<file path="src/rtl/lsu.sv">
// ---------------------------------------------------------------------------
// lsu -- load/store unit sitting between execute and data memory.
//
// Takes the ALU result as the effective address and rs2 as store data, runs a
// single req/ack transaction on the data bus, aligns and extends load data,
// and returns a one-cycle writeback pulse. The pipeline is held off through
// ex_ready while an op is in flight. Misaligned, illegal and bus faults are
// reported as a one-cycle pulse with a cause code.
//
// Optional feature macro: LSU_TIMEOUT_EN
//   defined   -> REQ is abandoned with a bus fault after WAIT_MAX cycles
//                without mem_ack (WAIT_MAX = 0 disables the timeout).
//   undefined -> no wait counter; REQ waits for mem_ack indefinitely.
//
// Ports:
//   clk, rst_n            clock, asynchronous active-low reset
//   ex_valid / ex_ready   handshake with the execute stage
//   is_load, is_store     operation kind
//   funct3                width / signedness select
//   addr, wdata, rd       effective address, store data, load destination
//   mem_req, mem_we       bus request and write enable
//   mem_addr              word-aligned bus address
//   mem_wstrb, mem_wdata  byte enables and lane-replicated store data
//   mem_ack, mem_err      transaction complete, bus error (valid with ack)
//   mem_rdata             read word (valid with ack)
//   wb_valid, wb_rd       one-cycle load writeback pulse and destination
//   wb_data               aligned, extended load data
//   fault, fault_cause    one-cycle fault pulse, 01 misaligned/10 bus/11 illegal
// ---------------------------------------------------------------------------
module lsu #(
  parameter int unsigned WAIT_MAX = 255
) (
  input  logic        clk,
  input  logic        rst_n,
  input  logic        ex_valid,
  output logic        ex_ready,
  input  logic        is_load,
  input  logic        is_store,
  input  logic [2:0]  funct3,
  input  logic [31:0] addr,
  input  logic [31:0] wdata,
  input  logic [4:0]  rd,
  output logic        mem_req,
  output logic        mem_we,
  output logic [31:0] mem_addr,
  output logic [3:0]  mem_wstrb,
  output logic [31:0] mem_wdata,
  input  logic        mem_ack,
  input  logic        mem_err,
  input  logic [31:0] mem_rdata,
  output logic        wb_valid,
  output logic [4:0]  wb_rd,
  output logic [31:0] wb_data,
  output logic        fault,
  output logic [1:0]  fault_cause
);

  typedef enum logic [1:0] {
    StIdle = 2'd0,
    StReq  = 2'd1,
    StDone = 2'd2
  } state_t;

  localparam logic [1:0] CauseNone     = 2'b00;
  localparam logic [1:0] CauseMisalign = 2'b01;
  localparam logic [1:0] CauseBus      = 2'b10;
  localparam logic [1:0] CauseIllegal  = 2'b11;

  state_t      state_q, state_d;
  logic        readyEn_q;

  logic        isLoad_q;
  logic [2:0]  funct3_q;
  logic [1:0]  lane_q;
  logic [4:0]  rd_q;

  logic        memWe_q;
  logic [31:0] memAddr_q;
  logic [3:0]  memWstrb_q;
  logic [31:0] memWdata_q;

  logic        wbValid_q, wbValid_d;
  logic [4:0]  wbRd_q, wbRd_d;
  logic [31:0] wbData_q, wbData_d;
  logic        fault_q, fault_d;
  logic [1:0]  faultCause_q, faultCause_d;

  logic        accept;
  logic        illegalOp;
  logic        misalignedOp;
  logic [1:0]  acceptCause;
  logic [3:0]  storeStrb;
  logic [31:0] storeData;
  logic [7:0]  loadByte;
  logic [15:0] loadHalf;
  logic [31:0] loadData;
  logic        timeoutHit;

  // ex_ready is held low through reset and only opens on the first clock
  // edge after rst_n deasserts, so nothing can be accepted in that window.
  assign ex_ready = (state_q == StIdle) && readyEn_q;
  assign accept   = ex_valid && ex_ready && (is_load || is_store);

  // Decode the incoming op: illegal encodings first, then alignment. Illegal
  // wins when both apply.
  always_comb begin
    illegalOp    = 1'b0;
    misalignedOp = 1'b0;
    if (is_load && is_store) begin
      illegalOp = 1'b1;
    end else if (is_load) begin
      illegalOp = !(funct3 inside {3'b000, 3'b001, 3'b010, 3'b100, 3'b101});
    end else if (is_store) begin
      illegalOp = !(funct3 inside {3'b000, 3'b001, 3'b010});
    end
    if (funct3[1:0] == 2'b01) begin
      misalignedOp = addr[0];
    end else if (funct3[1:0] == 2'b10) begin
      misalignedOp = (addr[1:0] != 2'b00);
    end
    if (illegalOp) begin
      acceptCause = CauseIllegal;
    end else if (misalignedOp) begin
      acceptCause = CauseMisalign;
    end else begin
      acceptCause = CauseNone;
    end
  end

  // Byte enables and lane-replicated store data. Replicating the data means
  // the slave can pick up the right bytes using only the strobes.
  always_comb begin
    storeStrb = 4'b0000;
    storeData = wdata;
    case (funct3[1:0])
      2'b00: begin
        storeStrb = 4'b0001 << addr[1:0];
        storeData = {4{wdata[7:0]}};
      end
      2'b01: begin
        storeStrb = 4'b0011 << addr[1:0];
        storeData = {2{wdata[15:0]}};
      end
      default: begin
        storeStrb = 4'b1111;
        storeData = wdata;
      end
    endcase
    if (!is_store) begin
      storeStrb = 4'b0000;
    end
  end

  // Pull the addressed lane out of the read word and extend it according to
  // the latched funct3 (bit 2 set means zero-extend).
  assign loadByte = mem_rdata[{lane_q, 3'b000} +: 8];
  assign loadHalf = lane_q[1] ? mem_rdata[31:16] : mem_rdata[15:0];

  always_comb begin
    loadData = mem_rdata;
    case (funct3_q)
      3'b000:  loadData = {{24{loadByte[7]}}, loadByte};
      3'b100:  loadData = {24'd0, loadByte};
      3'b001:  loadData = {{16{loadHalf[15]}}, loadHalf};
      3'b101:  loadData = {16'd0, loadHalf};
      default: loadData = mem_rdata;
    endcase
  end

`ifdef LSU_TIMEOUT_EN
  localparam int unsigned CntW        = (WAIT_MAX < 2) ? 1 : $clog2(WAIT_MAX + 1);
  localparam int unsigned WaitLastInt = (WAIT_MAX > 0) ? (WAIT_MAX - 1) : 0;
  localparam logic [CntW-1:0] WaitLast = WaitLastInt[CntW-1:0];

  logic [CntW-1:0] waitCnt_q;

  // Counts REQ cycles without an ack. It is cleared whenever REQ is entered
  // and never runs past WaitLast because the FSM leaves REQ at that point.
  always_ff @(posedge clk or negedge rst_n) begin
    if (!rst_n) begin
      waitCnt_q <= '0;
    end else if (state_q != StReq) begin
      waitCnt_q <= '0;
    end else if (!mem_ack) begin
      waitCnt_q <= waitCnt_q + CntW'(1);
    end
  end

  assign timeoutHit = (WAIT_MAX != 0) && (state_q == StReq) && !mem_ack &&
                      (waitCnt_q == WaitLast);
`else
  assign timeoutHit = 1'b0;
`endif

  // Next-state and registered-output decisions. Pulses default to zero so
  // they last exactly one cycle; writeback data/rd hold their last value.
  always_comb begin
    state_d      = state_q;
    wbValid_d    = 1'b0;
    wbRd_d       = wbRd_q;
    wbData_d     = wbData_q;
    fault_d      = 1'b0;
    faultCause_d = CauseNone;
    case (state_q)
      StIdle: begin
        if (accept) begin
          if (acceptCause != CauseNone) begin
            state_d      = StDone;
            fault_d      = 1'b1;
            faultCause_d = acceptCause;
          end else begin
            state_d = StReq;
          end
        end
      end
      StReq: begin
        if (mem_ack) begin
          state_d = StDone;
          if (mem_err) begin
            fault_d      = 1'b1;
            faultCause_d = CauseBus;
          end else if (isLoad_q) begin
            wbValid_d = 1'b1;
            wbRd_d    = rd_q;
            wbData_d  = loadData;
          end
        end else if (timeoutHit) begin
          state_d      = StDone;
          fault_d      = 1'b1;
          faultCause_d = CauseBus;
        end
      end
      StDone: begin
        state_d = StIdle;
      end
      default: begin
        state_d = StIdle;
      end
    endcase
  end

  // State register plus the reset-release flag that gates ex_ready.
  always_ff @(posedge clk or negedge rst_n) begin
    if (!rst_n) begin
      state_q   <= StIdle;
      readyEn_q <= 1'b0;
    end else begin
      state_q   <= state_d;
      readyEn_q <= 1'b1;
    end
  end

  // Latch the op context and bus fields at accept; the bus registers are
  // untouched during REQ, which keeps every bus output stable until ack.
  always_ff @(posedge clk or negedge rst_n) begin
    if (!rst_n) begin
      isLoad_q   <= 1'b0;
      funct3_q   <= 3'b000;
      lane_q     <= 2'b00;
      rd_q       <= 5'd0;
      memWe_q    <= 1'b0;
      memAddr_q  <= 32'd0;
      memWstrb_q <= 4'b0000;
      memWdata_q <= 32'd0;
    end else if (accept) begin
      isLoad_q <= is_load;
      funct3_q <= funct3;
      lane_q   <= addr[1:0];
      rd_q     <= rd;
      if (acceptCause == CauseNone) begin
        memWe_q    <= is_store;
        memAddr_q  <= {addr[31:2], 2'b00};
        memWstrb_q <= storeStrb;
        memWdata_q <= storeData;
      end
    end
  end

  // Writeback and fault outputs are registered so they appear in DONE.
  always_ff @(posedge clk or negedge rst_n) begin
    if (!rst_n) begin
      wbValid_q    <= 1'b0;
      wbRd_q       <= 5'd0;
      wbData_q     <= 32'd0;
      fault_q      <= 1'b0;
      faultCause_q <= CauseNone;
    end else begin
      wbValid_q    <= wbValid_d;
      wbRd_q       <= wbRd_d;
      wbData_q     <= wbData_d;
      fault_q      <= fault_d;
      faultCause_q <= faultCause_d;
    end
  end

  // Write enable and strobes are qualified by mem_req so the bus never sees
  // a stale write intent outside a transaction.
  assign mem_req     = (state_q == StReq);
  assign mem_we      = memWe_q && mem_req;
  assign mem_wstrb   = mem_req ? memWstrb_q : 4'b0000;
  assign mem_addr    = memAddr_q;
  assign mem_wdata   = memWdata_q;
  assign wb_valid    = wbValid_q;
  assign wb_rd       = wbRd_q;
  assign wb_data     = wbData_q;
  assign fault       = fault_q;
  assign fault_cause = faultCause_q;

endmodule

</file>
<file path="config.mk">
export PLATFORM = sky130hd
export DESIGN_NAME = lsu
export DESIGN_NICKNAME = d
export VERILOG_FILES = /design/src/rtl/lsu.sv
export SDC_FILE = /design/constraint.sdc
export NUM_CORES = 1
export LEC_CHECK = 0
export CORE_UTILIZATION = 40
export CTS_BUF_LIST = sky130_fd_sc_hd__clkbuf_16
export CTS_CLUSTER_DIAMETER = 50
export CTS_CLUSTER_SIZE = 28
export DETAILED_ROUTE_END_ITERATION = 16
export DONT_BUFFER_PORTS = 1
export MAX_ROUTING_LAYER = met4
export PLACE_DENSITY = 0.64
export SYNTH_ARGS = -nofsm -noshare
export SYNTH_HDL_FRONTEND = slang
export SYNTH_SLANG_ARGS = --single-unit
</file>
<file path="constraint.sdc">
create_clock -name clk -period 3.7 [get_ports clk]
set_input_delay 0.37 -clock clk [delete_from_list [all_inputs] [get_ports clk]]
set_output_delay 0.37 -clock clk [all_outputs]
set_load 0.01 [all_outputs]
</file>
=== Word level (Yosys, flattened, before mapping) ===
Cells that the tools add are included.

* Equal/unequal tests: 12
* Shift operators: 3
* Mux-type cells: 31
* Bitwise operators: 1
* Reductions and logical operators: 20

{| class="wikitable"
|+ Operator list
! cell !! count
|-
| 32-bit one-hot mux with 4 select lines || 1
|-
| 32-bit one-hot mux with 2 select lines || 1
|-
| 32-bit by 6-bit variable part select with 8-bit output || 1
|-
| 16-bit 2-to-1 mux || 1
|-
| 2-bit 2-to-1 mux || 8
|-
| 1-bit 2-to-1 mux || 14
|-
| 3-bit equality test, second input constant || 4
|-
| 4-bit 2-to-1 mux || 2
|-
| 2-bit one-hot mux with 2 select lines || 2
|-
| 4-bit one-hot mux with 2 select lines || 1
|-
| 3-bit by 1-bit equality test with 1-bit output, second input constant || 2
|-
| 2-bit logical NOT || 3
|-
| 3-bit logical NOT || 2
|-
| 1-bit logical AND || 5
|-
| 5-bit nonzero test || 1
|-
| 2-bit by 1-bit equality test with 1-bit output, second input constant || 2
|-
| 2-bit AND reduction || 2
|-
| 4-bit AND reduction || 1
|-
| 2-bit nonzero test || 2
|-
| 1-bit by 2-bit left shift with 4-bit output, first input constant || 1
|-
| 2-bit by 2-bit left shift with 4-bit output, first input constant || 1
|-
| 3-bit by 2-bit equality test with 1-bit output, second input constant || 1
|-
| 3-bit nonzero test || 1
|-
| 2-bit equality test, second input constant || 1
|-
| 6 further kinds || 7
|}

* Register bits: 122
* Bits of input ports: 111
* Output and inout port bits: 112
* Word-level logic and storage cells: 82

=== Depth between registers and ports, before layout ===
Gate-level depths: netlist (run 1).

* Word-level depth: 11
* Gate-level depth with buffers: 8
* Mapped depth without buffers: 5

=== Worst setup path after synthesis (run 1) ===
Ideal clock, no wire load.

* Kind: flip-flop to flip-flop
* From: register state_q[1]
* To: register memAddr_q[17], in the netlist mem_addr[17]
* Arrival: 1827 ps
* Required time: 3573 ps
* Slack: 1746 ps
* Cell stages (with the launch flop): 8
* Period minus slack after synthesis: 1954 ps
* Cell sequence: dfrtp_1 > and4bb_1 > nor2b_1 > buf_2 > nor3b_4 > buf_6 > buf_6 > mux2_1

* Cells in the longest elaborated chain, start to end: 5

{| class="wikitable"
|+ Ends and longest elaborated chain
! element !! line !! RTL
|-
| start, declared || 69 || <nowiki>state_t state_q, state_d;</nowiki>
|-
| start signal, assigned || 245 || <nowiki>state_q <= StIdle;</nowiki>
|-
| start signal, assigned || 248 || <nowiki>state_q <= state_d;</nowiki>
|-
| 2-bit logical NOT || 101 || <nowiki>assign ex_ready = (state_q == StIdle) && readyEn_q;</nowiki>
|-
| 1-bit logical AND || 101 ||
|-
| 1-bit logical AND (2 in series) || 102 || <nowiki>assign accept = ex_valid && ex_ready && (is_load || is_store);</nowiki>
|-
| 2-bit AND reduction (no line) || -- ||
|-
| end signal, assigned || 272 || <nowiki>memAddr_q <= {addr[31:2], 2'b00};</nowiki>
|-
| end, declared || 78 || <nowiki>logic [31:0] memAddr_q;</nowiki>
|}

Every way passes these cells.
A chain may end at the register's enable or synchronous reset.

=== Final worst setup path (run 1) ===
* From: register state_q[1]
* To: register memAddr_q[3], in the netlist mem_addr[3]

Same word-level chain as after synthesis.

==> results of run 1 <==
==> registers in the layout, summed over array words and instances, names as in the netlist, 2 cells and up <==
name,cells
mem_wdata,32
wb_rd,5
lane_q,2
state_q,2
memWstrb_q,4
fault_cause,2
rd_q,5
mem_addr,30
wb_data,32
funct3_q,3
==> synthesized netlist by cell type (6+ instances only) <==
| library cell | instances |
|---|---|
| nor2_1 | 17 |
| a21boi_0 | 6 |
| a21oi_1 | 16 |
| clkbuf_1 | 18 |
| mux2_2 | 78 |
| mux2_1 | 14 |
| dfrtp_1 | 122 |
| nand3_1 | 38 |
| o21ai_0 | 30 |
| inv_1 | 14 |
| nand2_1 | 64 |
| mux2i_1 | 14 |
| a21o_1 | 6 |
==> routing by layer <==
metal / share of wire [%] / wire (µm)
met4: 2.1 / 278
met1: 40 / 5290
met3: 8.4 / 1110
met5: 0 / 0
met2: 49 / 6470
==> worst min path at each step <==
stage | slack [ps] | endpoint | start | depth (start not counted)
after detailed placement | 80 | fault$_DFF_PN0_ | rst_n | 0
after floorplan | 70 | fault$_DFF_PN0_ | rst_n | 0
after global routing | 70 | mem_addr[25]$_DFFE_PN0P_ | addr[25] | 1
after global placement | 80 | mem_addr[28]$_DFFE_PN0P_ | rst_n | 0
after CTS | 60 | state_q[1]$_DFFE_PN0P_ | mem_ack | 2
final | 80 | state_q[1]$_DFFE_PN0P_ | mem_ack | 2
==> power groups by stage <==
stage / sequential, mW / combinational [mW] / clock, mW
global route: 2.39 / 0.757 / 1.46
detailed placement: 2.35 / 0.647 / 0
finish: 2.33 / 0.665 / 1.35
global placement: 2.33 / 0.608 / 0
CTS: 2.34 / 0.678 / 1.39
floorplan: 2.19 / 0.598 / 0
==> logic make-up after synthesis <==
kind of cell,Yosys count,synth area share [%]
buffers and inverters,49,4.15
AND/OR/NAND/NOR,135,11.1
flip-flops,122,54.7
AO/OA/AOI/OAI,75,8.09
multiplexers,108,21.9
other,2,0.135
==> cell usage in the layout, fill, tap and decap left out, types with 4 or more instances in the layout <==
cell,synthesis,layout
a21boi_0,6,6
a21o_1,6,6
a21oi_1,16,16
and2_1,5,5
buf_4,5,5
clkbuf_16,0,17
clkinv_2,0,4
dfrtp_1,122,122
inv_1,14,20
mux2_1,14,14
mux2_2,78,78
mux2i_1,14,14
nand2_1,64,64
nand3_1,38,38
nor2_1,17,17
o21ai_0,30,30
o22ai_1,5,5
==> critical path, cell delays in order (launching register included) <==
cell and delay, ps:
dfrtp_1 390, and4bb_1 340, nor2b_1 150, buf_4 220, nor3b_4 220, buf_4 650, mux2_2 420
==> layout make-up <==
type / instances / area share [%]
flip-flops and latches: 122 / 49.4
multi-input cells: 321 / 37.3
clock buffers: 17 / 6.89
well taps: 176 / 3.56
repair buffers: 7 / 1.22
inverters: 14 / 0.851
clock inverters: 12 / 0.810
==> stage by stage <==
stage / instance area, µm² / instances
after floorplan: 5590 / 492
after global placement: 5670 / 638
after detailed placement: 5670 / 638
after CTS: 6180 / 669
after global routing: 6180 / 669
final: 6180 / 669
==> timing repair <==
action | 4_1_cts | 5_1_grt
endpoints found under the hold margin | 122 | 0
hold buffers | 2 | 0
setup buffers | 0 | 0
==> summary.txt, run 1 <==
Post-Synthesis Cells - 491
CTS max path bufs - 2
P_leak - 2.84 nW
Final #Nets - 594
DR vias - 3703
most frequently used flop master after synthesis - dfrtp_1
vias in the first global route - 3929
port buffer count - 0
Setup WS pre-CTS - 1120 ps
Starting Density - 41.5%
Mapped Area - 5580 µm²
H-tree depth - 4
pwr/cell area - 703 nW/µm²
max-slew violation count - 0
Worst Tran Pin Value - 889 ps
Post-CTS Resized - 0
final hold slack - 82.8 ps
Final Hold Fails - 0
Crit Path Class - reg -> reg
internal power - 2.97 mW
first-pass GRT wire length - 20900 µm
Arr. time, crit path - 2870 ps
register area - 3050 µm²
Max Cap Viol - 0
Worst setup SP type - flip-flop
Worst setup endpoint - mem_addr[3]$_DFFE_PN0P_
top-area cell type share of the netlist area - 54.7%
grt met3 use - 7.79%
largest net degree at the start of global routing - 123
outcome - finished, final reports clean
Remaining Overflow, GRT - 0
Worst-path clk slew - 50 ps
Die W - 120 µm
reg2reg start - state_q[1]$_DFFE_PN0P_
Detailed Routing Iterations Pass 1 - 4
# clock sinks - 122
Crit. Startpoint - state_q[1]$_DFFE_PN0P_
Tot Pwr - 4.34 mW
GR Layer Usage met2 - 30.7%
wire length per cell - 19.7 µm
setup violators final - 0
combinational power share - 15.3%
final cell utilization of the core - 45.9%
antenna cells - 0
sequential cell area fraction in the yosys report - 54.7%
core area - 13500 µm²
Detailed Place HPWL - 9250 µm
Vias per Instance - 5.54
Clock Skew - 15.5 ps
leading area contributor after synthesis - dfrtp_1
gr usage total - 19.7%
Post-synth EDFFs - 0
layout cells sized above 1 - 21.9%
largest cells by area after synthesis - dfrtp_1 55%, mux2_2 16%, nand2_1 4.3%
Crit. End Element - flip-flop
Remaining DRCs - 0
DR iter-0 viols - 206
DIE AREA - 14400 µm²
synth unique cells - 35
CTS tree - yes
flop-to-flop setup slack - 1120 ps
Rel. slew slack - 40.5%
area grow syn2layout - 10.7%
site row count - 42
Multi-input gate area - 2300 µm²
Mapped Avg Cell Area - 11.4 µm²
RSZ-0062 raised after global routing - false
worst reg2reg path depth - 6
total of warnings raised by yosys - 0
Total Wirelength - 13100 µm
setup TNS - 0 ps
Hold Path Class - in -> reg
Detail Route Antenna Nets - 0
initial antenna violation count - 0
Critical R2R Capture - mem_addr[3]$_DFFE_PN0P_
Sequential Power Share - 53.6%
Tcrit/Tclk final - 69.6%
NetSw - 1.38 mW
CTS root buf - clkbuf_16
number of fill cells in the layout - 1291
GPL Wtd Cong - 0.812
TritonCTS Buffers - 17
most used routing layer - met2
Chip Height - 120 µm
worst vdd ir - 331 µV
Final min period - 2580 ps
met1 Use GR - 22.5%
CP Max Fanout - 67
switching share of power - 31.7%
Final WS setup - 1120 ps
I/O pin cnt - 223
Async SR Flop Fraction - 100%
clock network power share - 31.1%
later-pin clock latency in the skew report - 420 ps
Worst Path Required - 3990 ps
Yosys reg bits - 122
Fmax - 0.388 GHz
Power figures use the tool's default switching activity.
==> inputs of run 2 (changes only) <==
Settings changed: PLACE_DENSITY 0.64 to 0.66.
Clock period 3.7 ns to 2.1 ns, I/O delays scaled along.
==> summary.txt, run 2 (synthesis results as in run 1) <==
port buffer count - 0 (unchanged)
wire length per cell - 19.8 µm (was 19.7 µm)
Final WS setup - 101 ps (was 1120 ps)
later-pin clock latency in the skew report - 410 ps (was 420 ps)
worst reg2reg path depth - 5 (was 6)
reg2reg start - state_q[1]$_DFFE_PN0P_ (unchanged)
Setup WS pre-CTS - 123 ps (was 1120 ps)
initial antenna violation count - 0 (unchanged)
DIE AREA - 14400 µm² (unchanged)
Remaining DRCs - 0 (unchanged)
Final min period - 2000 ps (was 2580 ps)
Max stage delay cell, worst path - dfrtp_1 (was buf_4)
P_leak - 3.23 nW (was 2.84 nW)
Tcrit/Tclk final - 95.2% (was 69.6%)
Crit. End Element - flip-flop (unchanged)
Worst Path Required - 2390 ps (was 3990 ps)
H-tree depth - 4 (unchanged)
cts-stage hold buffer count - 71 (was 2)
TritonCTS Buffers - 17 (unchanged)
CTS max path bufs - 2 (unchanged)
outcome - finished with violations (was finished, final reports clean)
Detailed Place HPWL - 9700 µm (was 9250 µm)
pwr/cell area - 1210 nW/µm² (was 703 nW/µm²)
CTS root buf - clkbuf_16 (unchanged)
Fmax - 0.500 GHz (was 0.388 GHz)
final hold slack - -504 ps (was 82.8 ps)
Worst Path Buf+Inv - 1 (was 2)
non-filler instance count after layout - 752 (was 669)
setup violators final - 0 (unchanged)
Die W - 120 µm (unchanged)
Starting Density - 41.5% (unchanged)
Max Cap Viol - 0 (unchanged)
I/O pin cnt - 223 (unchanged)
Hold Path Class - in -> async (was in -> reg)
CTS tree - yes (unchanged)
antenna cells - 0 (unchanged)
site row count - 42 (unchanged)
# Post-CTS Setup Buffers - 0 (unchanged)
Detail Route Antenna Nets - 0 (unchanged)
DR iter-0 viols - 202 (was 206)
crit path cell chain - and4bb_1, nor2b_1, nor3b_4, buf_12, mux2_2 (was and4bb_1, nor2b_1, buf_4, nor3b_4, buf_4, mux2_2)
Remaining Overflow, GRT - 0 (unchanged)
worst vdd ir - 557 µV (was 331 µV)
CP Max Fanout - 68 (was 67)
Vias per Instance - 5.49 (was 5.54)
gr usage total - 22.5% (was 19.7%)
max-slew violation count - 0 (unchanged)
Worst-path clk slew - 60 ps (was 50 ps)
Final Hold Fails - 122 (was 0)
Clock Skew - 4.74 ps (was 15.5 ps)
largest net degree at the start of global routing - 123 (unchanged)
Arr. time, crit path - 2290 ps (was 2870 ps)
core area - 13500 µm² (unchanged)
# clock sinks - 122 (unchanged)
commonest non-fill, non-tap cell in the layout - dfrtp_1 (unchanged)
Post-CTS Resized - 0 (unchanged)
CP peak stage delay - 390 ps (was 650 ps)
failing checks - hold timing
layout cells sized above 1 - 21.7% (was 21.9%)
number of fill cells in the layout - 1172 (was 1291)
Worst Tran Pin Value - 528 ps (was 889 ps)
GPL Wtd Cong - 0.880 (was 0.812)
first-pass GRT wire length - 24000 µm (was 20900 µm)
commonest non-fill, non-tap cells in the layout - 122 x dfrtp_1, 78 x mux2_2, 72 x dlygate4sd3_1 (was 122 x dfrtp_1, 78 x mux2_2, 64 x nand2_1)
vias in the first global route - 4572 (was 3929)
DP Cell Count - 648 (was 638)
area grow syn2layout - 27.3% (was 10.7%)
Detailed Routing Iterations Pass 1 - 4 (unchanged)
Tot Pwr - 8.57 mW (was 4.34 mW)
DR vias - 4128 (was 3703)
flop-to-flop setup slack - 100 ps (was 1120 ps)
RSZ-0062 raised after global routing - false (unchanged)
Critical R2R Capture - mem_addr[16]$_DFFE_PN0P_ (was mem_addr[3]$_DFFE_PN0P_)
setup TNS - 0 ps (unchanged)
Worst setup SP type - flip-flop (unchanged)
Chip Height - 120 µm (unchanged)
Total Wirelength - 14900 µm (was 13100 µm)
Rel. slew slack - 64.8% (was 40.5%)
Crit Path Class - reg -> reg (unchanged)
Final #Nets - 674 (was 594)
crit-path leading delay family - simple AND/OR/NAND/NOR gates (was buffers and inverters)
[run 2: changes by cell type in the layout (fill, tap and decap cells not counted), sizes merged]
cell and delta:
dlygate4sd3 +71, buf +9, bufinv +5, inv -5
clkinv +2, clkinvlp +1
[run 2: where the power goes]
| part | internal [mW] | switching [mW] | total, mW |
|---|---|---|---|
| Combinational | 0.790 | 0.582 | 1.37 |
| Sequential | 3.13 | 0.925 | 4.05 |
| Clock | 2.08 | 1.06 | 3.15 |
[run 2: how the worst max path moves through the flow]
stage	from	endpoint	cells after the start
after global routing	state_q[1]$_DFFE_PN0P_	mem_addr[9]$_DFFE_PN0P_	5
after global placement	state_q[1]$_DFFE_PN0P_	mem_addr[12]$_DFFE_PN0P_	5
after floorplan	state_q[1]$_DFFE_PN0P_	mem_addr[17]$_DFFE_PN0P_	7
after detailed placement	state_q[1]$_DFFE_PN0P_	mem_addr[5]$_DFFE_PN0P_	5
after CTS	state_q[1]$_DFFE_PN0P_	mem_addr[12]$_DFFE_PN0P_	5
final	state_q[1]$_DFFE_PN0P_	mem_addr[16]$_DFFE_PN0P_	5
[run 2: cell type report]
type                       instances  area, µm²  area share [%]
clock inverter                    15        206            2.91
tap                              176        220            3.10
clock buffer                      17        425            5.99
inverter                          14       52.6           0.740
sequential                       122       3050            43.0
timing repair buffer              87        846            11.9
multi-input combinational        321       2300            32.4
[run 2: worst register-to-register path: cells and delay by family (launching register included)]
| kind | cells | cell delay [ps] |
|---|---|---|
| simple gates | 3 | 710 |
| mux | 1 | 450 |
| flops | 1 | 390 |
| buf+inv | 1 | 330 |
[run 2: routing by layer]
metal / GRT usage (%) / wire length (µm) / up-vias / share of wire (%)
li1: - / - / 1847 / -
met1: 25.1 / 5650 / 2053 / 38
met2: 36.8 / 7670 / 199 / 52
met3: 7.37 / 1230 / 29 / 8.3
met4: 9.38 / 327 / 0 / 2.2
met5: - / 0 / - / 0
[run 2: metrics by stage]
| step | hold WS, ps | instance area [µm²] | util (%) |
|---|---|---|---|
| after floorplan | -85.6 | 5590 | - |
| after global placement | -81.6 | 5750 | 42.8 |
| after detailed placement | -81.3 | 5750 | 42.8 |
| after CTS | -523 | 7100 | 52.7 |
| after global routing | -529 | 7110 | 52.8 |
| final | -504 | 7110 | 52.8 |
==> inputs of run 3 (changes only) <==
Settings changed: PLACE_DENSITY 0.66 to not set.
==> summary.txt, run 3 (synthesis results as in run 1) <==
Chip Height - 120 µm (unchanged)
Hold Path Class - in -> async (unchanged)
initial antenna violation count - 0 (unchanged)
commonest non-fill, non-tap cells in the layout - 122 x dfrtp_1, 78 x mux2_2, 69 x dlygate4sd3_1 (was 122 x dfrtp_1, 78 x mux2_2, 72 x dlygate4sd3_1)
# clock sinks - 122 (unchanged)
largest net degree at the start of global routing - 123 (unchanged)
vias in the first global route - 4308 (was 4572)
Met3 Routed Length - 1020 µm (was 1230 µm)
TritonCTS Buffers - 17 (unchanged)
CTS tree - yes (unchanged)
Crit. End Element - flip-flop (unchanged)
area grow syn2layout - 27.0% (was 27.3%)
CTS root buf - clkbuf_16 (unchanged)
Total Wirelength - 14300 µm (was 14900 µm)
core area - 13500 µm² (unchanged)
H-tree depth - 4 (unchanged)
Remaining Overflow, GRT - 0 (unchanged)
cts-stage hold buffer count - 69 (was 71)
DIE AREA - 14400 µm² (unchanged)
commonest non-fill, non-tap cell in the layout - dfrtp_1 (unchanged)
Tcrit/Tclk final - 93.2% (was 95.2%)
Final min period - 1960 ps (was 2000 ps)
Detailed Place HPWL - 9290 µm (was 9700 µm)
Final Hold Fails - 122 (unchanged)
RSZ-0062 raised after global routing - false (unchanged)
later-pin clock latency in the skew report - 410 ps (about the same)
Die W - 120 µm (unchanged)
layout cells sized above 1 - 22.7% (was 21.7%)
Fmax - 0.511 GHz (was 0.500 GHz)
Detail Route Antenna Nets - 0 (unchanged)
Max Cap Viol - 0 (unchanged)
Detailed Routing Iterations Pass 1 - 4 (unchanged)
setup TNS - 0 ps (unchanged)
CTS max path bufs - 2 (unchanged)
I/O pin cnt - 223 (unchanged)
P_leak - 3.21 nW (was 3.23 nW)
Worst Path Required - 2390 ps (about the same)
DR iter-0 viols - 235 (was 202)
gr usage total - 20.2% (was 22.5%)
GPL Wtd Cong - 0.800 (was 0.880)
pwr/cell area - 1180 nW/µm² (was 1210 nW/µm²)
wire length per cell - 18.9 µm (was 19.8 µm)
Arr. time, crit path - 2250 ps (was 2290 ps)
non-filler instance count after layout - 753 (was 752)
Starting Density - 41.5% (unchanged)
worst vdd ir - 605 µV (was 557 µV)
Vias per Instance - 5.45 (was 5.49)
site row count - 42 (unchanged)
outcome - finished with violations (unchanged)
antenna cells - 0 (unchanged)
DR vias - 4103 (was 4128)
final hold slack - -497 ps (was -504 ps)
Worst Tran Pin Value - 519 ps (was 528 ps)
wire length on met2 - 7290 µm (was 7670 µm)
M1 wire length - 5720 µm (was 5650 µm)
highest routed metal layer - met4 (unchanged)
Crit Path Class - reg -> reg (unchanged)
Rel. slew slack - 65.4% (was 64.8%)
Clock Skew - 9.76 ps (was 4.74 ps)
CP Max Fanout - 32 (was 68)
Worst-path clk slew - 60 ps (about the same)
number of fill cells in the layout - 1222 (was 1172)
failing checks - hold timing (unchanged)
setup violators final - 0 (unchanged)
Remaining DRCs - 0 (unchanged)
first-pass GRT wire length - 22100 µm (was 24000 µm)
port buffer count - 0 (unchanged)
Final #Nets - 675 (was 674)
max-slew violation count - 0 (unchanged)
DP Cell Count - 649 (was 648)
Worst setup SP type - flip-flop (unchanged)
-- run 3: repair_timing --
item,4_1_cts,5_1_grt
hold endpoints to repair,194,122
resized for setup,0,3
setup buffers,0,2
endpoints found under the setup margin,0,45
-- run 3: worst max-delay path, cell delays in order (launching register included) --
cell       delay (ps)
dfrtp_1           380
and4bb_1          300
nor2b_1           180
nor3b_4           210
buf_4             150
clkbuf_16         210
mux2_2            370
-- run 3: power breakdown --
part,total [mW],switching (mW),internal [mW]
sequential,4.04,0.909,3.13
clock,2.95,1.09,1.86
combinational,1.36,0.569,0.790
-- run 3: stage by stage --
step           power [mW]  worst slack [ps]  instance area [µm²]  hold slack (ps)  utilization (%)
6_report             8.35               144                 7090             -497             52.7
5_1_grt              8.75              58.7                 7090             -523             52.7
4_1_cts              8.41              73.3                 7050             -521             52.4
3_5_place_dp         5.32              80.1                 5760            -81.6             42.8
3_3_place_gp         5.22               179                 5760            -82.1             42.8
2_1_floorplan        4.91               146                 5590            -85.6                -
-- run 3: worst paths after layout --
path | startpoint | end | slack, ps | cells past startpoint
worst max register to register | state_q[1]$_DFFE_PN0P_ | mem_addr[7]$_DFFE_PN0P_ | 140 | 6
max in group asynchronous | rst_n | mem_addr[16]$_DFFE_PN0P_ | 2410 | 0
worst min register to register | rd_q[4]$_DFFE_PN0N_ | wb_rd[4]$_DFFE_PN0P_ | 470 | 2
min in group clk | mem_rdata[12] | wb_data[12]$_DFFE_PN0P_ | 20 | 2
worst max-delay path | state_q[1]$_DFFE_PN0P_ | mem_addr[7]$_DFFE_PN0P_ | 140 | 6
worst min-delay path | rst_n | mem_addr[29]$_DFFE_PN0P_ | -500 | 0
-- run 3: cell type report --
class / instances / area, µm² / share of cell area (%)
clock buffer: 17 / 425 / 6.00
clock inverter: 15 / 176 / 2.49
inverter: 14 / 52.6 / 0.741
multi-input combinational: 321 / 2300 / 32.5
sequential: 122 / 3050 / 43.1
tap: 176 / 220 / 3.11
timing repair buffer: 88 / 858 / 12.1
-- run 3: routing by layer --
metal | GRT usage (%) | vias to the layer above
met1 | 23.4 | 2058
li1 | - | 1848
met2 | 33.6 | 176
met4 | 7.11 | 0
met5 | - | -
met3 | 5.75 | 21
